`src/rtl/imem_loader_pkg.sv`:
```
// rtl/imem_loader_pkg.sv - shared state encoding and sizing constants for the instruction-memory loader
package imem_loader_pkg;

    // Loader FSM states, in frame order
    typedef enum logic [2:0] {
        ST_IDLE   = 3'd0,
        ST_LEN_LO = 3'd1,
        ST_LEN_HI = 3'd2,
        ST_DATA   = 3'd3,
        ST_CSUM   = 3'd4,
        ST_DONE   = 3'd5,
        ST_ERR    = 3'd6
    } state_e;

    localparam int DEPTH_DEFAULT   = 256;
    localparam int TIMEOUT_DEFAULT = 1000;

    // Word address width; the core indexes instruction memory with address[9:2]
    localparam int ADDR_W = 8;

    // States in which a frame is being received and bytes are accepted
    function automatic logic is_receiving(input state_e s);
        return (s == ST_LEN_LO) || (s == ST_LEN_HI) || (s == ST_DATA) || (s == ST_CSUM);
    endfunction

endpackage

```
`src/rtl/imem_loader_timeout.sv`:
```
// rtl/imem_loader_timeout.sv - idle-cycle counter that flags when a receive stalls too long
module imem_loader_timeout #(
    parameter int TIMEOUT = 1000
) (
    input  logic clk,
    input  logic rst,
    input  logic clear,
    input  logic count,
    output logic expire
);

    localparam int W = $clog2(TIMEOUT + 1);

    logic [W-1:0] cnt_q;

    // This idle cycle would bring the count to TIMEOUT; a clear (byte accept) on the same cycle wins
    assign expire = count && !clear && (cnt_q == W'(TIMEOUT - 1));

    // Idle counter: cleared on accept/restart, advances on idle receive cycles
    always_ff @(posedge clk) begin
        if (rst || clear) begin
            cnt_q <= '0;
        end else if (count && (cnt_q != W'(TIMEOUT))) begin
            cnt_q <= cnt_q + W'(1);
        end
    end

endmodule

```
`src/rtl/imem_loader.sv`:
```
// rtl/imem_loader.sv - receives a length/payload/checksum frame and writes it into instruction memory
module imem_loader
    import imem_loader_pkg::*;
#(
    parameter int DEPTH   = DEPTH_DEFAULT,
    parameter int TIMEOUT = TIMEOUT_DEFAULT
) (
    input  logic              clk,
    input  logic              rst,
    input  logic              start,
    input  logic [7:0]        rx_data,
    input  logic              rx_valid,
    output logic              rx_ready,
    output logic              imem_we,
    output logic [ADDR_W-1:0] imem_addr,
    output logic [31:0]       imem_wdata,
    output logic              core_rst,
    output logic              core_enable,
    output logic              busy,
    output logic              done,
    output logic              error
);

    state_e            state_q, state_d;
    logic [7:0]        len_lo_q;
    logic [15:0]       len_q;
    logic [ADDR_W-1:0] word_idx_q;
    logic [1:0]        byte_idx_q;
    logic [23:0]       asm_q;
    logic [7:0]        csum_q;

    logic              rx_ready_q, imem_we_q, core_rst_q, core_enable_q;
    logic              busy_q, done_q, error_q;
    logic [ADDR_W-1:0] imem_addr_q;
    logic [31:0]       imem_wdata_q;

    logic              accept, restart, expire, last_word;
    logic [15:0]       rx_len;

    assign accept    = rx_valid && rx_ready_q;
    assign restart   = start && ((state_q == ST_IDLE) || (state_q == ST_DONE) || (state_q == ST_ERR));
    assign rx_len    = {rx_data, len_lo_q};
    assign last_word = ((16'(word_idx_q) + 16'd1) == len_q);

    imem_loader_timeout #(
        .TIMEOUT (TIMEOUT)
    ) u_timeout (
        .clk    (clk),
        .rst    (rst),
        .clear  (accept || restart),
        .count  (is_receiving(state_q)),
        .expire (expire)
    );

    // Next-state decision; a byte accept always takes precedence over a timeout
    always_comb begin
        state_d = state_q;
        case (state_q)
            ST_IDLE, ST_DONE, ST_ERR: begin
                if (start) state_d = ST_LEN_LO;
            end
            ST_LEN_LO: begin
                if (accept)      state_d = ST_LEN_HI;
                else if (expire) state_d = ST_ERR;
            end
            ST_LEN_HI: begin
                if (accept) begin
                    if ((rx_len == 16'd0) || (rx_len > 16'(DEPTH))) state_d = ST_ERR;
                    else                                            state_d = ST_DATA;
                end else if (expire) begin
                    state_d = ST_ERR;
                end
            end
            ST_DATA: begin
                if (accept) begin
                    if ((byte_idx_q == 2'd3) && last_word) state_d = ST_CSUM;
                end else if (expire) begin
                    state_d = ST_ERR;
                end
            end
            ST_CSUM: begin
                if (accept)      state_d = (rx_data == csum_q) ? ST_DONE : ST_ERR;
                else if (expire) state_d = ST_ERR;
            end
            default: state_d = ST_IDLE;
        endcase
    end

    // State register, frame datapath and registered outputs derived from the next state
    always_ff @(posedge clk) begin
        if (rst) begin
            state_q       <= ST_IDLE;
            len_lo_q      <= '0;
            len_q         <= '0;
            word_idx_q    <= '0;
            byte_idx_q    <= '0;
            asm_q         <= '0;
            csum_q        <= '0;
            rx_ready_q    <= 1'b0;
            imem_we_q     <= 1'b0;
            imem_addr_q   <= '0;
            imem_wdata_q  <= '0;
            busy_q        <= 1'b0;
            done_q        <= 1'b0;
            error_q       <= 1'b0;
            core_rst_q    <= 1'b1;
            core_enable_q <= 1'b0;
        end else begin
            state_q       <= state_d;
            rx_ready_q    <= is_receiving(state_d);
            busy_q        <= is_receiving(state_d);
            done_q        <= (state_d == ST_DONE);
            error_q       <= (state_d == ST_ERR);
            core_rst_q    <= (state_d != ST_DONE);
            core_enable_q <= (state_d == ST_DONE);
            imem_we_q     <= 1'b0;

            if (restart) begin
                word_idx_q <= '0;
                byte_idx_q <= '0;
                asm_q      <= '0;
                csum_q     <= '0;
            end

            if (accept) begin
                case (state_q)
                    ST_LEN_LO: len_lo_q <= rx_data;
                    ST_LEN_HI: len_q    <= rx_len;
                    ST_DATA: begin
                        csum_q     <= csum_q ^ rx_data;
                        byte_idx_q <= byte_idx_q + 2'd1;
                        case (byte_idx_q)
                            2'd0: asm_q[7:0]   <= rx_data;
                            2'd1: asm_q[15:8]  <= rx_data;
                            2'd2: asm_q[23:16] <= rx_data;
                            default: begin
                                imem_we_q    <= 1'b1;
                                imem_addr_q  <= word_idx_q;
                                imem_wdata_q <= {rx_data, asm_q};
                                word_idx_q   <= word_idx_q + 1'b1;
                            end
                        endcase
                    end
                    default: ;
                endcase
            end
        end
    end

    assign rx_ready    = rx_ready_q;
    assign imem_we     = imem_we_q;
    assign imem_addr   = imem_addr_q;
    assign imem_wdata  = imem_wdata_q;
    assign busy        = busy_q;
    assign done        = done_q;
    assign error       = error_q;
    assign core_rst    = core_rst_q;
    assign core_enable = core_enable_q;

endmodule
```
`config.mk`:
```
export PLATFORM = sky130hd
export DESIGN_NAME = imem_loader
export DESIGN_NICKNAME = d
export VERILOG_FILES = /design/src/rtl/imem_loader_pkg.sv /design/src/rtl/imem_loader_timeout.sv /design/src/rtl/imem_loader.sv
export SDC_FILE = /design/constraint.sdc
export NUM_CORES = 1
export LEC_CHECK = 0
export CAP_MARGIN = 5
export CORE_MARGIN = 3
export CORE_UTILIZATION = 50
export DETAILED_ROUTE_END_ITERATION = 6
export PLACE_DENSITY_LB_ADDON = 0.12
export RECOVER_POWER = 100
export SLEW_MARGIN = 20
export SYNTH_ARGS = -nofsm -noshare
export SYNTH_HDL_FRONTEND = slang
export SYNTH_SLANG_ARGS = --single-unit
```
`constraint.sdc`:
```
create_clock -name clk -period 2.25 [get_ports clk]
set_clock_uncertainty 0.1 [all_clocks]
set_input_delay 0.3375 -clock clk [delete_from_list [all_inputs] [get_ports clk]]
set_output_delay 0.3375 -clock clk [all_outputs]
set_load 0.05 [all_outputs]
```
==> metrics.csv <==
metric,value,unit
dr.pass1.iters,5,
synthFlopType,dfxtp_1,
start_kind,flip-flop,
synth_cells,665,
synth_cell_type_count,52,
syn_nets,684,
port_buffers,58,
synthTopCellsByArea,"dfxtp_1, nand2_1, a21oi_1",
worst_slack,-0.08156,ns
maxSlewViolCount,0,
violations,negative setup slack,
ant_nets,0,
finalPower,0.005413,W
startpoint,word_idx_q[1]$_SDFF_PP0_,
dp.cells,870,
vdd_drop_max,0.5219,mV
r2r-start,word_idx_q[1]$_SDFF_PP0_,
cp_slowest_stage_delay,0.35,ns
cts.clk_slew.worst_paths,0.06,ns
crit_path_cell_trace,"ha_4, xor2_1, or3_4, a2111oi_4, o2111ai_2, o22ai_2, nand2b_4, or2_1",
clockRootBuffer,clkbuf_8,
die_y,110.1,um
critical-path-top-delay-family,compound AO/OA/AOI/OAI gates,
instances_no_fill,903,
synth_adder_area_share,0.01800,
criticalPathCategory,reg2reg,
clk_latency,0.53,ns
fin_nets,774,
yosys.area_share.simple,0.2623,
hold_violations,0,
post-route-period-util,1.036,
num_antenna_cells,0,
ctsHoldBuffers,0,
core_area,10420,um^2
routedWlPerCell,15.69,um
worstHoldStart,rst,
cts_max_level,4,
drtIter0Drc,345,
grt_start_max_net_pins,79,
finalSetupViolCount,5,
maxCapViolCount,0,
cp.required,2.57,ns
synth_top_cell_by_area,dfxtp_1,
wl_met1,6508,um
synth_top_area_frac,0.4578,
r2r-end,core_rst$_SDFF_PP1_,
crit_fanout,5,
numCtsBuffers,17,
cts_tree,yes,
cp_slowest_cell,a2111oi_4,
synth_compound_area_frac,0.1377,
grt_use_total,0.2471,
fin_crit,2.332,ns
min_to,state_q[1]$_SDFF_PP0_,
timing.critical_path.buf_inv,0,
grt_pass1_wl,23320,um
async_flop_share,0,
synth_xor_area_frac,0.02584,
start_util,0.5206,
muxShareOfSynthArea,0.05007,
power.density,763.0,nW/um^2
pre_cts_slack,-0.2462,ns
synth.most_common_cell,nand2_1,
antenna_found_initial,0,
row_count,37,
critPathCaptureType,flip-flop,
reg2reg_depth,8,
wl,14170,um
synth_area_per_cell,8.154,um^2
cts.sinks,124,
top_layer_used,met4,
grt_pass1_vias,4770,
max_slew.worst_pin.slew,0.6445,ns
synth-seq-cells,124,
die_w,110.1,um
synth_top_family_by_area,simple AND/OR/NAND/NOR gates,
final_util,0.6811,
area_delta_synth_final,30.83,%
synth_common_cells,"nand2_1, dfxtp_1, a21oi_1, nor2_1, clkbuf_1",
wl_met2,6763,um
drive_gt1_frac,0.1525,
via_per_inst,5.492,
synth-edff-count,0,
io_pins,59,
ys.warnings.count,0,
hold_depth,2,
min_path_type,in2reg,
rsz0062_at_grt,yes,
status,"complete, but fails checks",
dr_wl_met3,651,um
gp_congestion,0.8816,
p_leak,2.595,nW
gr-total-overflow,0,
synth-seq-area-share,0.4578,
drc,0,
syn-cell-area,5423,um^2
hpwl,9777,um
relSlewSlack,0.5704,
timing.fmax,0.4289,GHz
clockBufferDepth,2,
die_area,12130,um^2
r2r_slack,-0.08,ns
crit_arrival,2.65,ns
dr_total_vias,4959,
-- state kept, by name (all words and copies together), names as in the netlist, 2 cells and up --
| register | count |
|---|---|
| asm_q | 24 |
| byte_idx_q | 2 |
| csum_q | 8 |
| imem_addr | 8 |
| imem_wdata | 32 |
| len_lo_q | 8 |
| len_q | 16 |
| state_q | 3 |
| u_timeout.cnt_q | 10 |
| word_idx_q | 8 |
-- stage by stage --
step | instance area, um^2 | setup TNS (ns) | hold slack (ns)
2_1_floorplan | 5445 | -0.05839 | 0.3321
3_3_place_gp | 6472 | -1.640 | 0.3422
3_5_place_dp | 6472 | -2.412 | 0.3492
4_1_cts | 7118 | -0.2034 | 0.08896
5_1_grt | 7094 | -1.087 | 0.1183
6_report | 7094 | -0.2390 | 0.1199
-- per-layer routing --
| layer | up-vias | track usage |
|---|---|---|
| met2 | 136 | 0.3990 |
| li1 | 2456 | - |
| met1 | 2343 | 0.3237 |
| met5 | - | 0 |
| met4 | 0 | 0.09147 |
| met3 | 24 | 0.05591 |
-- timing repair --
action	in CTS	in global routing
pin swaps	2	1
setup endpoints to repair	5	8
hold endpoints to repair	0	0
setup buffers	2	0
resized for setup	8	8
-- cells by family (layout without fill, tap and decap cells) --
logic type      Yosys count  count (layout)
compound gates          131             131
flops                   124             124
xor+xnor                 16              16
simple gates            298             298
fa+ha+maj                 8               8
mux                      27              27
buf+inv                  61             163
-- worst reg2reg max path: stages, from the launching register on --
cell and delay [ns]:
dfxtp_2 0.34, ha_4 0.18, xor2_1 0.14, or3_4 0.34
a2111oi_4 0.35, o2111ai_2 0.20, o22ai_2 0.25, nand2b_4 0.10
or2_1 0.23
-- placed cells by master, fill, tap and decap left out, drive strengths merged, types with 6 or more instances in the layout --
| cell type | Yosys | final |
|---|---|---|
| dfxtp | 124 | 124 |
| clkdlybuf4s50 | 0 | 24 |
| nor4 | 7 | 7 |
| buf | 16 | 56 |
| a21oi | 87 | 87 |
| xnor2 | 9 | 9 |
| nor2 | 56 | 56 |
| nor2b | 14 | 14 |
| clkbuf | 34 | 32 |
| and2 | 6 | 6 |
| nor3 | 12 | 12 |
| a22oi | 7 | 7 |
| nand2 | 127 | 127 |
| nand3b | 7 | 7 |
| dlygate4sd3 | 0 | 33 |
| inv | 11 | 11 |
| o21ai | 21 | 21 |
| mux2i | 26 | 26 |
| nand3 | 33 | 33 |
| ha | 7 | 7 |
| and3 | 6 | 6 |
| xor2 | 7 | 7 |
-- area by class of cell --
class / instances / area [um^2]
Inverter: 11 / 41.29
Clock inverter: 7 / 110.1
Tap cell: 136 / 170.2
Multi-Input combinational cell: 480 / 2730
Timing Repair Buffer: 121 / 1062
Clock buffer: 24 / 490.5
Sequential cell: 124 / 2490
Fill cell: 868 / 3322
-- worst max path at each step --
stage	to	slack, ns	depth (start not counted)
4_1_cts	core_rst$_SDFF_PP1_	-0.09	8
6_report	core_rst$_SDFF_PP1_	-0.08	8
3_3_place_gp	busy$_SDFF_PP0_	-0.20	8
2_1_floorplan	core_rst$_SDFF_PP1_	-0.06	9
5_1_grt	core_rst$_SDFF_PP1_	-0.18	8
3_5_place_dp	busy$_SDFF_PP0_	-0.25	8
-- where the power goes --
| part | total [W] | switching [W] | internal (W) |
|---|---|---|---|
| combinational | 0.000408 | 0.000251 | 0.000157 |
| clock | 0.00276 | 0.000938 | 0.00182 |
| sequential | 0.00225 | 0.0000277 | 0.00222 |
| total | 0.00541 | 0.00122 | 0.00420 |
Note: power is estimated with default switching activity, not from simulation.
